--- src/rtl/hex_tx_fmt_if.sv ---
// Result/UART-side bundle for hex_tx_fmt: result handshake in, paced byte strobes out.
// The master modport belongs to whatever supplies results and baud ticks.
interface hex_tx_fmt_if #(
  parameter int DATA_W = 16
) ();
  logic              t_gen;
  logic [DATA_W-1:0] res_data;
  logic              res_valid;
  logic              res_err;
  logic              res_ready;
  logic [7:0]        u_out;
  logic              u_vaild;
  logic              busy;

  modport master (
    output t_gen, res_data, res_valid, res_err,
    input  res_ready, u_out, u_vaild, busy
  );

  modport slave (
    input  t_gen, res_data, res_valid, res_err,
    output res_ready, u_out, u_vaild, busy
  );
endinterface

--- src/rtl/hex_tx_fmt.sv ---
// Formats one result word as uppercase ASCII hex followed by CR LF ("ERR" CR LF on error).
// Bytes are spaced by counting baud ticks, so the UART needs no busy feedback.
module hex_tx_fmt #(
  parameter int DATA_W      = 16,
  parameter int FRAME_TICKS = 11
) (
  input  logic        clk,
  input  logic        n_rst,
  hex_tx_fmt_if.slave bus
);
  localparam int DIGITS    = DATA_W / 4;
  localparam int MAX_BYTES = (DIGITS + 2 > 5) ? DIGITS + 2 : 5;
  localparam int IDX_W     = $clog2(MAX_BYTES + 1);
  localparam int TICK_W    = $clog2(FRAME_TICKS + 1);

  typedef enum logic [1:0] {S_IDLE, S_EMIT, S_WAIT} state_e;

  state_e            state_q, state_d;
  logic [DATA_W-1:0] data_q, data_d;
  logic              err_q, err_d;
  logic [IDX_W-1:0]  idx_q, idx_d;
  logic [IDX_W-1:0]  total_q, total_d;
  logic [IDX_W-1:0]  idx_inc;
  logic [TICK_W-1:0] tick_q, tick_d;
  logic [7:0]        u_out_q, u_out_d;
  logic              u_vaild_q, u_vaild_d;

  function automatic logic [7:0] hex_ascii(input logic [3:0] nib);
    return (nib < 4'd10) ? 8'h30 + {4'h0, nib} : 8'h37 + {4'h0, nib};
  endfunction

  function automatic logic [7:0] byte_at(input logic [DATA_W-1:0] data,
                                         input logic              err,
                                         input logic [IDX_W-1:0]  idx);
    logic [7:0] b;
    int         i;
    i = int'(idx);
    b = 8'h0A;
    if (err) begin
      if (i == 0)      b = 8'h45;
      else if (i <= 2) b = 8'h52;
      else if (i == 3) b = 8'h0D;
    end else if (i == DIGITS) begin
      b = 8'h0D;
    end else if (i < DIGITS) begin
      for (int k = 0; k < DIGITS; k++)
        if (i == k) b = hex_ascii(data[DATA_W-1-4*k -: 4]);
    end
    return b;
  endfunction

  assign idx_inc = idx_q + 1'b1;

  // u_out is loaded on the edge that enters EMIT so the byte and the strobe appear together.
  always_comb begin
    // NOTE: every signal gets a default before the case, so no path can infer a latch.
    state_d   = state_q;
    data_d    = data_q;
    err_d     = err_q;
    idx_d     = idx_q;
    total_d   = total_q;
    tick_d    = tick_q;
    u_out_d   = u_out_q;
    u_vaild_d = 1'b0;
    case (state_q)
      S_IDLE: begin
        if (bus.res_valid) begin
          data_d    = bus.res_data;
          err_d     = bus.res_err;
          idx_d     = '0;
          total_d   = bus.res_err ? IDX_W'(5) : IDX_W'(DIGITS + 2);
          u_out_d   = byte_at(bus.res_data, bus.res_err, '0);
          u_vaild_d = 1'b1;
          state_d   = S_EMIT;
        end
      end
      S_EMIT: begin
        tick_d  = '0;
        state_d = S_WAIT;
      end
      S_WAIT: begin
        if (bus.t_gen) begin
          tick_d = tick_q + 1'b1;
          if (tick_q == TICK_W'(FRAME_TICKS - 1)) begin
            if (idx_inc < total_q) begin
              idx_d     = idx_inc;
              u_out_d   = byte_at(data_q, err_q, idx_inc);
              u_vaild_d = 1'b1;
              state_d   = S_EMIT;
            end else begin
              state_d = S_IDLE;
            end
          end
        end
      end
      default: state_d = S_IDLE;
    endcase
  end

  // NOTE: sequential state uses non-blocking assignments so all registers update together.
  always_ff @(posedge clk or negedge n_rst) begin
    if (!n_rst) begin
      state_q   <= S_IDLE;
      data_q    <= '0;
      err_q     <= 1'b0;
      idx_q     <= '0;
      total_q   <= '0;
      tick_q    <= '0;
      u_out_q   <= 8'h00;
      u_vaild_q <= 1'b0;
    end else begin
      state_q   <= state_d;
      data_q    <= data_d;
      err_q     <= err_d;
      idx_q     <= idx_d;
      total_q   <= total_d;
      tick_q    <= tick_d;
      u_out_q   <= u_out_d;
      u_vaild_q <= u_vaild_d;
    end
  end

  assign bus.u_out     = u_out_q;
  assign bus.u_vaild   = u_vaild_q;
  assign bus.res_ready = (state_q == S_IDLE);
  assign bus.busy      = (state_q != S_IDLE);
endmodule

--- src/flat_wrapper.sv ---
// flat-port wrapper written by rule: the top's interface ports become plain ports
module hex_tx_fmt_flat 
#(
  parameter int DATA_W      = 16,
  parameter int FRAME_TICKS = 11
)
  (clk, n_rst, bus_t_gen, bus_res_data, bus_res_valid, bus_res_err, bus_res_ready, bus_u_out, bus_u_vaild, bus_busy);
  hex_tx_fmt_if #(.DATA_W(DATA_W)) bus_i ();
  input  logic clk;
  input  logic n_rst;
  input wire logic [$bits(bus_i.t_gen)-1:0] bus_t_gen;
  input wire logic [$bits(bus_i.res_data)-1:0] bus_res_data;
  input wire logic [$bits(bus_i.res_valid)-1:0] bus_res_valid;
  input wire logic [$bits(bus_i.res_err)-1:0] bus_res_err;
  output wire logic [$bits(bus_i.res_ready)-1:0] bus_res_ready;
  output wire logic [$bits(bus_i.u_out)-1:0] bus_u_out;
  output wire logic [$bits(bus_i.u_vaild)-1:0] bus_u_vaild;
  output wire logic [$bits(bus_i.busy)-1:0] bus_busy;
  assign bus_i.t_gen = bus_t_gen;
  assign bus_i.res_data = bus_res_data;
  assign bus_i.res_valid = bus_res_valid;
  assign bus_i.res_err = bus_res_err;
  assign bus_res_ready = bus_i.res_ready;
  assign bus_u_out = bus_i.u_out;
  assign bus_u_vaild = bus_i.u_vaild;
  assign bus_busy = bus_i.busy;
  hex_tx_fmt #(.DATA_W(DATA_W), .FRAME_TICKS(FRAME_TICKS)) u_core (.clk(clk), .n_rst(n_rst), .bus(bus_i));
endmodule
--- config.mk ---
export PLATFORM = sky130hd
export DESIGN_NAME = hex_tx_fmt_flat
export DESIGN_NICKNAME = d
export VERILOG_FILES = /design/src/rtl/hex_tx_fmt_if.sv /design/src/rtl/hex_tx_fmt.sv /design/src/flat_wrapper.sv
export SDC_FILE = /design/constraint.sdc
export NUM_CORES = 1
export LEC_CHECK = 0
export CORE_ASPECT_RATIO = 1.5
export CORE_MARGIN = 5
export CORE_UTILIZATION = 40
export CTS_BUF_LIST = sky130_fd_sc_hd__clkbuf_2
export DETAILED_ROUTE_END_ITERATION = 8
export RECOVER_POWER = 100
export SLEW_MARGIN = 20
export SYNTH_ARGS = -nofsm -noshare
export SYNTH_HDL_FRONTEND = slang
export SYNTH_SLANG_ARGS = --single-unit
--- constraint.sdc ---
create_clock -name clk -period 3.8 [get_ports clk]
set_input_delay 0.38 -clock clk [delete_from_list [all_inputs] [get_ports clk]]
set_output_delay 0.38 -clock clk [all_outputs]
set_load 0.005 [all_outputs]
# == Word-level counts from Yosys, hierarchy flattened ==
# Cells that the tools add are included.
# word_totals
ff_bits,38
inputBits,21
output_inout_bits,11
word_cells,87
# classes
addsub,12
magnitude_cmp,8
eq_ne,11
mux,39
reduce_logical,9
# op_table
cell,n
$mux 8,19
$add 6x4->7 const A,10
$lt 4x4->1 const B,5
$pmux 8 s2,1
$mux 3,5
$eq 3x3->1 const B,3
$mux 2,4
$pmux 4 s2,1
$pmux 2 s3,1
$pmux 3 s2,1
$reduce_bool 2->1,3
$mux 1,5
$reduce_and 5->1,1
$add 4x1->4 const B,1
$eq 4x4->1 const B,1
$mux 4,1
$ne 2x1->1 const B,2
$ne 2x2->1 const B,2
$reduce_and 2->1,2
$add 3x1->3 const B,1
$eq 3x2->1 const B,1
$le 3x2->1 const B,1
$logic_not 3->1,1
$lt 3x3->1,1
other kinds (6),6

# == Logic depth before layout (Yosys ltp) ==
# depth
word_depth,13
mapped_depth,9
ltp_nobuf,8

# == Worst setup path after synthesis ==
# Ideal clock, no wire load.
# synth_timing
path_type,reg-to-reg
startpoint,reg u_core.idx_q[0]
endpoint,"reg u_core.u_out_q[2], in the netlist u_core.bus.u_out[2]"
setup_ps,121
arrival_time_ps,2045
t_required_ps,3679
slack_ps,1634
path_stages_with_launch,9
path_buffers,1
period_less_slack_ps,2166
path_cell_list,dfrtp_1 > ha_1 > xnor2_4 > inv_1 > ha_1 > nor3_2 > a21oi_4 > buf_6 > a22o_1
# synth_between
elab_chain_cells,13
elab_cells_between_ends,25
cone_classes,add/sub (1); order compare (3); eq/ne (5); mux (14); reduce/logical (2)
# synth_lines
element,line_no,rtl
"start, declared",hex_tx_fmt.sv:21,"logic [IDX_W-1:0] idx_q, idx_d;"
"start signal, assigned",hex_tx_fmt.sv:115,idx_q <= idx_d;
$add 3x1->3 *,hex_tx_fmt.sv:52,assign idx_inc = idx_q + 1'b1;
$logic_not 3->1,"hex_tx_fmt.sv:40, hex_tx_fmt.sv:47",
$mux 8 (4 in a row),hex_tx_fmt.sv:47,if (i == k) b = hex_ascii(data[DATA_W-1-4*k -: 4]);
$mux 8,hex_tx_fmt.sv:45,end else if (i < DIGITS) begin
$mux 8,hex_tx_fmt.sv:43,end else if (i == DIGITS) begin
$mux 8,hex_tx_fmt.sv:39,if (err) begin
$mux 8,hex_tx_fmt.sv:85,if (idx_inc < total_q) begin
$mux 8,hex_tx_fmt.sv:84,if (tick_q == TICK_W'(FRAME_TICKS - 1)) begin
$mux 8,hex_tx_fmt.sv:82,if (bus.t_gen) begin
$pmux 8 s2,hex_tx_fmt.sv:65,case (state_q)
"end signal, assigned",hex_tx_fmt.sv:118,u_out_q <= u_out_d;
"end, declared",hex_tx_fmt.sv:25,"logic [7:0] u_out_q, u_out_d;"
# Mark *: on every way between the ends. The rest lies on a longest branch, timed or not. The select of a mux whose other input is x is not followed.
# A chain may end at the register's enable or synchronous reset.

# == Final worst setup path ==
# layout_timing
startpoint,reg u_core.idx_q[0]
endpoint,"reg u_core.u_out_q[1], in the netlist u_core.bus.u_out[1]"
# Same word-level chain as after synthesis.

==> impl_metrics.csv <==
group,metric,value,unit
clock_tree,clk_latency,0.40,ns
clock_tree,clock_path_buffers,2,
detailed_routing,wl,5384,microns
clock_tree,postCtsSetupBuffers,0,
logic_synthesis,synthTopCellsByArea,"dfrtp_1, nand2_1, ha_1",
detailed_routing,viasPerCell,5.327,
sta,relSlewSlack,-0.2669,
sta,setup_ws,0.9502,ns
clock_tree,cts_tree,"done",
global_routing,grt-ovfl-total,0,
floorplanning,die_w,73.13,microns
logic_synthesis,netlist_area,2391,sq um
placement,post-place-ws,1.396,ns
logic_synthesis,seq_area_frac_synth,0.3768,
sta,layout_worst_path_cycle_share,0.7499,
sta,fin_worst_skew,0.02492,ns
detailed_routing,drc_errors,0,
logic_synthesis,avgSynthCellArea,8.791,sq um
run,max_cap_violations,1,
floorplanning,pin_count,32,
global_routing,grt_pass1_vias,1937,
final_layout,n_antenna_cell,0,
detailed_routing,vias,1987,
final_layout,drive_above_1_share,0.05980,
logic_synthesis,syn_nets,307,
global_routing,grt_pass1_wl,9156,microns
logic_synthesis,synth_most_common_cell,"nand2_1",
sta,finalHoldViolCount,0,
final_layout,syn2layout_area_growth,15.54,%
run_status,status,"finished with violations",
global_routing,grt_max_degree,37,
power_and_ir_drop,totalPowerFinal,1.781,mW
critical_path,setup.worst_path.end_class,"register",
clock_tree,clock-sinks,36,
detailed_routing,drt_iter0_drc,77,
logic_synthesis,ys_warn_count,0,
clock_tree,clkSlewWorstSetupHoldPaths,0.22,ns
logic_synthesis,synth_cell_types,61,
floorplanning,start_util,0.4103,
sta,slew_viol_final,37,
critical_path,cp_data_required_time,4.09,ns
clock_tree,h-tree-depth,2,
sta,fin_setup_tns,0,ns
logic_synthesis,synthFlopType,"dfrtp_1",
detailed_routing,wl_per_cell,14.43,microns
sta,rsz0062_at_grt,"no",
hold_path,hp-class,"primary input to async pin",
placement,portBuffers,30,
power_and_ir_drop,ir_worst_vdd,0.2532,mV
clock_tree,cts_made_buffers,5,
floorplanning,core-area,5828,sq um
sta,fmax,0.3509,GHz
clock_tree,cts_resized,0,
detailed_routing,first_pass_iters,4,
critical_path,critPathKind,"register to register",
logic_synthesis,synth_edf_count,0,
sta,min_period,2.850,ns
power_and_ir_drop,p_leak,1.252,nW
logic_synthesis,async_flop_share,1.000,
sta,hold_slack,0.4600,ns
sta,tightest_slew,1.900,ns
placement,place.gp.congestion,0.7781,
clock_tree,cts_root_buf,"clkbuf_2",
floorplanning,fp.dieH,104.7,microns
logic_synthesis,synth_commonest_cells,"nand2_1, dfrtp_1, inv_1, o21ai_0, ha_1",
sta,finalSetupViolations,0,
clock_tree,postCtsHoldBufs,0,
global_routing,gr-usage-all-layers,0.1487,
logic_synthesis,yosys.area.top_type,"dfrtp_1",
logic_synthesis,yosys_register_bits,36,
critical_path,crit_fanout,16,
logic_synthesis,synth_top_area_frac,0.3768,
logic_synthesis,netlist_instances,272,
global_routing,antenna_found_initial,0,
floorplanning,rows,34,
final_layout,nets,335,
run_status,failed_checks,"capacitance limit, slew limit",
final_layout,fillers,596,
placement,dp_hpwl,4105,microns
critical_path,cp-start-kind,"register",
critical_path,arrival,3.14,ns
power_and_ir_drop,powerDensity,644.6,nW/um^2
detailed_routing,drt.antenna.violating_nets,0,
floorplanning,dieArea,7655,sq um
[layout make-up]
type,count,area [sq um],share of cell area
Sequential cell,36,900.9,0.3261
Multi-Input combinational cell,200,1309,0.4737
Inverter,26,97.59,0.03533
Clock inverter,3,42.54,0.01540
Clock buffer,5,25.02,0.009058
Timing Repair Buffer,31,297.8,0.1078
Tap cell,72,90.09,0.03261
[state kept, by name, summed over array words and instances (netlist names)]
name and count:
u_core.bus.u_out 7, u_core.bus.u_vaild 1, u_core.data_q 16, u_core.idx_q 3, u_core.state_q 2, u_core.tick_q 4
u_core.total_q 3
[worst paths after layout]
path | startpoint | end | slack, ns | cells past startpoint
max reg2reg | u_core.idx_q[0]$_DFFE_PN0P_ | u_core.bus.u_out[1]$_DFFE_PN0P_ | 0.95 | 8
min in group clk | bus_res_data[10] | u_core.data_q[10]$_DFFE_PN0P_ | 0.46 | 3
min reg2reg | u_core.total_q[2]$_DFFE_PN0P_ | u_core.total_q[2]$_DFFE_PN0P_ | 0.48 | 2
max in group asynchronous | n_rst | u_core.data_q[4]$_DFFE_PN0P_ | 2.24 | 1
max | u_core.idx_q[0]$_DFFE_PN0P_ | u_core.bus.u_out[1]$_DFFE_PN0P_ | 0.95 | 8
min | n_rst | u_core.bus.u_out[0]$_DFFE_PN0P_ | 0.46 | 1
[report_power, final]
part	leakage, nW	switching, mW	internal [mW]
sequential	0.450	0.181	0.536
clock	0.0390	0.139	0.110
combinational	0.763	0.419	0.396
[layer usage]
layer  vias to the layer above  share of wire  global-route usage
met3                         9          0.036             0.02690
li1                       1018              -                   -
met5                         -              0                   0
met2                        32           0.53              0.2676
met1                       928           0.42              0.1758
met4                         0          0.014             0.03958
[layout by cell type (no fill, tap or decap), types with 7 or more instances in the layout]
master	Yosys	routed
a21oi_1	10	11
clkdlybuf4s50_1	0	19
dfrtp_1	36	36
dlygate4sd3_1	0	10
ha_1	14	14
inv_1	25	25
nand2_1	48	48
nor2_1	7	8
nor3_1	7	7
o21ai_0	25	27
[worst max-delay path, stage by stage, from the launching register on]
cell and delay [ns]:
dfrtp_1 0.49, ha_1 0.31, xnor2_4 0.31, inv_1 0.13, ha_1 0.29, o21ai_1 0.09, a21oi_1 0.81, inv_1 0.15
a2bb2oi_1 0.17
[kinds of logic (layout without fill, tap and decap cells)]
kind of cell	count (synthesis)	in the layout	share of synthesized area
buffers and inverters	36	65	0.06750
AND/OR/NAND/NOR	91	91	0.1952
other	1	1	0.001568
adder cells (fa/ha/maj)	14	14	0.07326
XOR/XNOR	6	6	0.02983
flip-flops	36	36	0.3768
AO/OA/AOI/OAI	88	88	0.2559
[stage by stage]
stage / utilization / instance area (sq um) / cells
CTS: 0.4783 / 2788 / 373
finish: 0.4740 / 2763 / 373
global route: 0.4740 / 2763 / 373
floorplan: - / 2391 / 272
global placement: 0.4667 / 2720 / 365
detailed placement: 0.4667 / 2720 / 365
No activity file was read; power rests on OpenSTA's default activity.
